--- src/rtl/byte_lane_dly_pkg.sv ---
// Shared constants, FSM state type and address-map helpers for the byte-lane delay loader.
package byte_lane_dly_pkg;
  localparam int DLY_ADDR_W  = 5;
  localparam int DLY_DATA_W  = 8;
  localparam int SCAN_LEN    = 32;
  localparam int IN_DLY_BASE = 16;

  typedef enum logic [1:0] {IDLE, SCAN, SET, DONE} dly_state_e;

  function automatic logic [DLY_ADDR_W-1:0] dqs_out_addr(input int num_dq);
    return DLY_ADDR_W'(num_dq);
  endfunction

  function automatic logic [DLY_ADDR_W-1:0] dm_addr(input int num_dq);
    return DLY_ADDR_W'(num_dq + 1);
  endfunction

  function automatic logic [DLY_ADDR_W-1:0] dqs_in_addr(input int num_dq);
    return DLY_ADDR_W'(IN_DLY_BASE + num_dq);
  endfunction

  // Low half ends at DM (DQ, DQS, DM); the high half has no DM, so it ends at DQS.
  function automatic logic addr_valid(input logic [DLY_ADDR_W-1:0] addr, input int num_dq);
    int a;
    a = int'(addr);
    if (a < IN_DLY_BASE) return a <= int'(dm_addr(num_dq));
    return a <= int'(dqs_in_addr(num_dq));
  endfunction
endpackage

--- src/rtl/dly_shadow_ram.sv ---
// 32x8 shadow table of target tap values: host write port, registered read-back port,
// combinational scan port. Dirty tracking exists only with BYTE_LANE_DLY_DIRTY_ONLY_EN.
module dly_shadow_ram
  import byte_lane_dly_pkg::*;
#(
  parameter logic [DLY_DATA_W-1:0] RST_TAP = '0
) (
  input  logic                  clk_div,
  input  logic                  rst,
  input  logic                  wr_en,
  input  logic [DLY_ADDR_W-1:0] wr_addr,
  input  logic [DLY_DATA_W-1:0] wr_data,
  input  logic [DLY_ADDR_W-1:0] rd_addr,
  output logic [DLY_DATA_W-1:0] rd_data,
  input  logic [DLY_ADDR_W-1:0] scan_addr,
  output logic [DLY_DATA_W-1:0] scan_data,
  output logic                  scan_dirty,
  input  logic                  scan_clr
);
  logic [DLY_DATA_W-1:0] mem [SCAN_LEN];

  // Read-back samples the pre-write contents, so a same-cycle write/read returns the old value.
  always_ff @(posedge clk_div) begin
    if (rst) begin
      for (int i = 0; i < SCAN_LEN; i++) mem[i] <= RST_TAP;
      rd_data <= '0;
    end else begin
      if (wr_en) mem[wr_addr] <= wr_data;
      rd_data <= mem[rd_addr];
    end
  end

  assign scan_data = mem[scan_addr];

`ifdef BYTE_LANE_DLY_DIRTY_ONLY_EN
  logic [SCAN_LEN-1:0] dirty;

  // The write update comes last so a write landing on the entry being loaded keeps it dirty.
  always_ff @(posedge clk_div) begin
    if (rst) begin
      dirty <= '1;
    end else begin
      if (scan_clr) dirty[scan_addr] <= 1'b0;
      if (wr_en)    dirty[wr_addr]   <= 1'b1;
    end
  end

  assign scan_dirty = dirty[scan_addr];
`else
  logic unused_scan_clr;
  assign unused_scan_clr = scan_clr;
  assign scan_dirty      = 1'b1;
`endif
endmodule

--- src/rtl/byte_lane_dly_loader.sv ---
// Scans the shadow table, loads each valid tap value into the byte lane, then pulses set.
// Optional BYTE_LANE_DLY_DIRTY_ONLY_EN restricts loads to entries written since their last load.
module byte_lane_dly_loader
  import byte_lane_dly_pkg::*;
#(
  parameter int                    NUM_DQ  = 8,
  parameter logic [DLY_DATA_W-1:0] RST_TAP = '0
) (
  input  logic                  clk_div,
  input  logic                  rst,
  input  logic                  wr_en,
  input  logic [DLY_ADDR_W-1:0] wr_addr,
  input  logic [DLY_DATA_W-1:0] wr_data,
  input  logic [DLY_ADDR_W-1:0] rd_addr,
  output logic [DLY_DATA_W-1:0] rd_data,
  input  logic                  start,
  output logic                  busy,
  output logic                  done,
  output logic [DLY_DATA_W-1:0] dly_data,
  output logic [DLY_ADDR_W-1:0] dly_addr,
  output logic                  ld_delay,
  output logic                  set,
  output dly_state_e            dbg_state
);
  localparam logic [DLY_ADDR_W-1:0] LAST_ADDR = DLY_ADDR_W'(SCAN_LEN - 1);

  // start is a one-cycle request honoured only in IDLE; busy covers scan+set, done pulses once after.
  dly_state_e            state, state_nxt;
  logic [DLY_ADDR_W-1:0] cnt, cnt_nxt;
  logic                  busy_d, done_d, set_d, ld_d;
  logic [DLY_ADDR_W-1:0] addr_d;
  logic [DLY_DATA_W-1:0] data_d, scan_data;
  logic                  scan_dirty;

  dly_shadow_ram #(.RST_TAP(RST_TAP)) u_shadow (
    .clk_div    (clk_div),
    .rst        (rst),
    .wr_en      (wr_en),
    .wr_addr    (wr_addr),
    .wr_data    (wr_data),
    .rd_addr    (rd_addr),
    .rd_data    (rd_data),
    .scan_addr  (cnt_nxt),
    .scan_data  (scan_data),
    .scan_dirty (scan_dirty),
    .scan_clr   (ld_d)
  );

  always_ff @(posedge clk_div) begin
    if (rst) begin
      state <= IDLE;
      cnt   <= '0;
    end else begin
      state <= state_nxt;
      cnt   <= cnt_nxt;
    end
  end

  always_comb begin
    state_nxt = state;
    cnt_nxt   = cnt;
    case (state)
      IDLE: if (start) begin
        state_nxt = SCAN;
        cnt_nxt   = '0;
      end
      SCAN: begin
        cnt_nxt = cnt + DLY_ADDR_W'(1);
        if (cnt == LAST_ADDR) state_nxt = SET;
      end
      SET:     state_nxt = DONE;
      DONE:    state_nxt = IDLE;
      default: state_nxt = IDLE;
    endcase
  end

  // Outputs are decoded from the next state so they appear registered with no extra latency.
  always_comb begin
    busy_d = (state_nxt == SCAN) || (state_nxt == SET);
    set_d  = (state_nxt == SET);
    done_d = (state_nxt == DONE);
    ld_d   = 1'b0;
    addr_d = dly_addr;
    data_d = dly_data;
    if (state_nxt == SCAN) begin
      addr_d = cnt_nxt;
      data_d = scan_data;
      ld_d   = addr_valid(cnt_nxt, NUM_DQ) && scan_dirty;
    end
  end

  always_ff @(posedge clk_div) begin
    if (rst) begin
      busy     <= 1'b0;
      done     <= 1'b0;
      set      <= 1'b0;
      ld_delay <= 1'b0;
      dly_addr <= '0;
      dly_data <= '0;
    end else begin
      busy     <= busy_d;
      done     <= done_d;
      set      <= set_d;
      ld_delay <= ld_d;
      dly_addr <= addr_d;
      dly_data <= data_d;
    end
  end

  assign dbg_state = state;
endmodule
--- config.mk ---
export PLATFORM = sky130hd
export DESIGN_NAME = byte_lane_dly_loader
export DESIGN_NICKNAME = d
export VERILOG_FILES = /design/src/rtl/byte_lane_dly_pkg.sv /design/src/rtl/dly_shadow_ram.sv /design/src/rtl/byte_lane_dly_loader.sv
export SDC_FILE = /design/constraint.sdc
export NUM_CORES = 1
export LEC_CHECK = 0
export CORE_ASPECT_RATIO = 0.7
export CORE_MARGIN = 4
export CORE_UTILIZATION = 55
export CTS_BUF_LIST = sky130_fd_sc_hd__clkbuf_4 sky130_fd_sc_hd__clkbuf_8
export DETAILED_ROUTE_END_ITERATION = 10
export GPL_TIMING_DRIVEN = 0
export PLACE_DENSITY = 0.72
export SLEW_MARGIN = 20
export SYNTH_ARGS = -nofsm -noshare
export SYNTH_HDL_FRONTEND = slang
export SYNTH_SLANG_ARGS = --single-unit
--- constraint.sdc ---
create_clock -name clk_div -period 7.9 [get_ports clk_div]
set_input_delay 1.975 -clock clk_div [delete_from_list [all_inputs] [get_ports clk_div]]
set_output_delay 1.975 -clock clk_div [all_outputs]
set_load 0.03 [all_outputs]
==> flow_summary.ini, run 1 <==
[cts]
clock_path_buffers = 3
cts_buffers = 45
cts_tree = yes
cts_setup_buffers = 0
clkTransAtPathRegs_ps = 70
clk-insertion-delay-late_ps = 600
ctsResizeCount = 0
cts.sinks = 288
root_buffer = clkbuf_8
cts_hold_buf = 0
h-tree-depth = 2

[synthesis]
ys_async_sr_fraction_pct = 0
avgSynthCellArea_sq_um = 11.9
ys_types = 61
synth_nets = 1474
syn_area_sq_um = 17300
synth_edf_count = 256
yosysSeqAreaShare_pct = 48.2
yosys_warnings = 0
synth_ff_type = edfxtp_1
syn-instance-count = 1448
ys_ff_latch = 288

[min_path]
worstHoldEndpoint = dly_addr[1]
holdPathStages = 2
hp-class = reg -> reg
worstHoldStart = dly_addr[1]

[floorplan]
placeableCoreArea_sq_um = 30500
rows = 53
die_area_sq_um = 34400
die_h_um = 156
start_util_pct = 56.7
die-width_um = 220
io_pins = 49

[timing]
setup_viol = 0
hold_viol = 0
grt_setup_unrepaired = no
drv_slew = 0
final.period_utilization_pct = 66.2
fmax_mhz = 191
slew_headroom_pct = 17.3
finalSetupTns_ps = 0
fin_crit_ps = 5230
clock_skew_ps = 32.1
tightest_slew_ps = 1240
fin_ws_ps = 2670

[placement]
port-buffer-count = 43
dp_slack_ps = 2400
gp_congestion = 1.08
hpwl_um = 52700

[route]
vias_per_cell = 7.35
drc = 0
via_count = 14600
first_pass_iters = 8
drtIter0Drc = 2556
drt_wl_total_um = 73600
wire_per_inst_um = 37.1
antenna_left = 0

[setup_path]
required_ps = 8450
worstSetupPathType = in -> reg
cp-end-kind = flip-flop
r2r_setup_slack_ps = 3230
cp.arrival_ps = 5780
path_max_fanout = 10
cp-start-kind = primary input
r2r_start = dbg_state[1]
rr_endpoint = dly_data[2]
reg2reg_depth = 13

[power]
power.leakage_nw = 6.43
p_per_area_nw_per_um2 = 205
peakVddDrop_uv = 173

[global_routing]
top_usage_layer = met1
grt_overflow = 0
grt_use_met3_pct = 23.4
grt_util_met1_pct = 59.2
grt_pass1_wl_um = 101000
grt_max_degree = 13
grt_use_met2_pct = 54.8
antenna_found_initial = 3
grt_pass1_vias = 13300
grt_use_total_pct = 42.4

[final_layout]
area_growth_pct = 10.9
final_cell_mix = and2_1 (256), edfxtp_1 (256), mux2i_1 (146), nand2_1 (97), mux4_2 (82)
nets = 1565
drive_above_1_share_pct = 17.1

[run_status]
status = completed

[flow_run]
cap_violations = 0
-- critical path, stage by stage --
cell and delay (ps):
clkdlybuf4s50_1 620, or3b_4 500, nand3_2 210, buf_1 760, o221ai_1 270, mux2i_1 550, o32ai_1 220, nor3_1 490
a2111o_1 180
-- layer usage --
metal	up-vias	share of wire (%)
li1	5781	-
met1	7056	38
met2	1455	37
met3	279	20
met4	6	5.3
met5	-	0.27
-- metrics by stage --
stage | instance area (sq um) | utilization (%) | total power [mW] | hold WS [ps] | std cells
6_report | 19200 | 62.8 | 3.93 | 484 | 1984
5_1_grt | 19100 | 62.8 | 4.00 | 515 | 1981
4_1_cts | 19100 | 62.8 | 3.87 | 485 | 1981
3_5_place_dp | 18200 | 59.8 | 2.57 | 470 | 1904
3_3_place_gp | 18200 | 59.8 | 2.56 | 471 | 1903
2_1_floorplan | 17300 | - | 2.25 | 574 | 1448
-- synthesized netlist by cell type (3+ instances only) --
cell	number	area (sq um)
nand2_1	97	364
a2111o_1	3	33.8
a211oi_1	21	158
nand2b_1	5	31.3
mux4_2	82	1850
mux2_2	24	270
clkbuf_1	61	229
o22ai_1	31	194
edfxtp_1	256	7690
buf_4	4	30.0
a311oi_1	4	35.0
o211ai_1	15	113
ha_1	4	50.1
nor2_1	72	270
a22oi_1	13	97.6
dfxtp_1	32	641
a222oi_1	7	70.1
nor3_1	11	55.1
or3_1	4	25.0
buf_1	11	41.3
and2_1	256	1600
inv_1	3	11.3
a2bb2oi_1	6	52.6
or2_2	32	200
a221oi_1	4	35.0
o221ai_1	77	674
o21ai_1	3	15.0
nor2b_1	7	43.8
nand3_1	9	45.0
a21oi_1	27	135
mux2i_1	146	1460
o21ai_0	34	170
o32ai_1	3	26.3
buf_2	46	230
nand3b_1	3	22.5
-- flip-flops by register name, indices dropped and copies added, names as in the netlist --
name	count
busy	1
cnt	5
dbg_state	2
dly_addr	5
dly_data	8
done	1
ld_delay	1
set	1
u_shadow.mem	256
u_shadow.rd_data	8
-- worst max path at each step --
| stage | start | end | slack, ps | cells past startpoint |
|---|---|---|---|---|
| final | start | dly_data[1] | 2670 | 9 |
| after global routing | start | dly_data[1] | 2680 | 9 |
| after CTS | start | dly_data[1] | 3020 | 9 |
| after detailed placement | start | dly_data[1] | 2400 | 9 |
| after global placement | start | dly_data[1] | 2470 | 9 |
| after floorplan | rd_addr[0] | u_shadow.rd_data[0] | 3880 | 6 |
-- kinds of logic (layout without fill, tap and decap cells) --
| group | count (synthesis) | in the layout | share of synthesized area (%) |
|---|---|---|---|
| compound gates | 269 | 269 | 11.6 |
| fa+ha+maj | 4 | 4 | 0.290 |
| buf+inv | 127 | 248 | 3.27 |
| flops | 288 | 288 | 48.2 |
| mux | 252 | 252 | 20.7 |
| other cells | 0 | 3 | 0 |
| simple gates | 508 | 508 | 16.0 |
-- where the power goes --
part           total, mW  switching (mW)  internal (mW)
logic              0.748           0.481          0.266
clock network       1.34           0.628          0.709
registers           1.85           0.101           1.75
-- layout make-up --
type | instances | area (sq um)
diodes | 3 | 7.51
inverters | 3 | 11.3
multi-input cells | 1033 | 8390
fillers | 2462 | 11300
clock buffers | 53 | 686
plain buffers | 124 | 556
repair buffers | 44 | 438
flip-flops and latches | 288 | 8330
well taps | 412 | 515
clock inverters | 24 | 226
Note: power is estimated with default switching activity, not from simulation.
==> run 2: changes to the inputs <==
- clock period: 7.9 -> 5 ns (I/O delays scaled with it)
==> results of run 2 <==
Same layout as run 1 (identical final DEF). Status: completed.
Main changes from that run: setup slack after placement 2400 ps -> 227 ps; setup slack after layout 2670 ps -> 325 ps; start point of the critical path start -> dbg_state[1]; end point of the critical path dly_data[1] -> dly_data[2]; register-to-register setup slack 3230 ps -> 330 ps; total power 3.93 mW -> 6.21 mW; worst IR drop on VDD 173 uV -> 274 uV
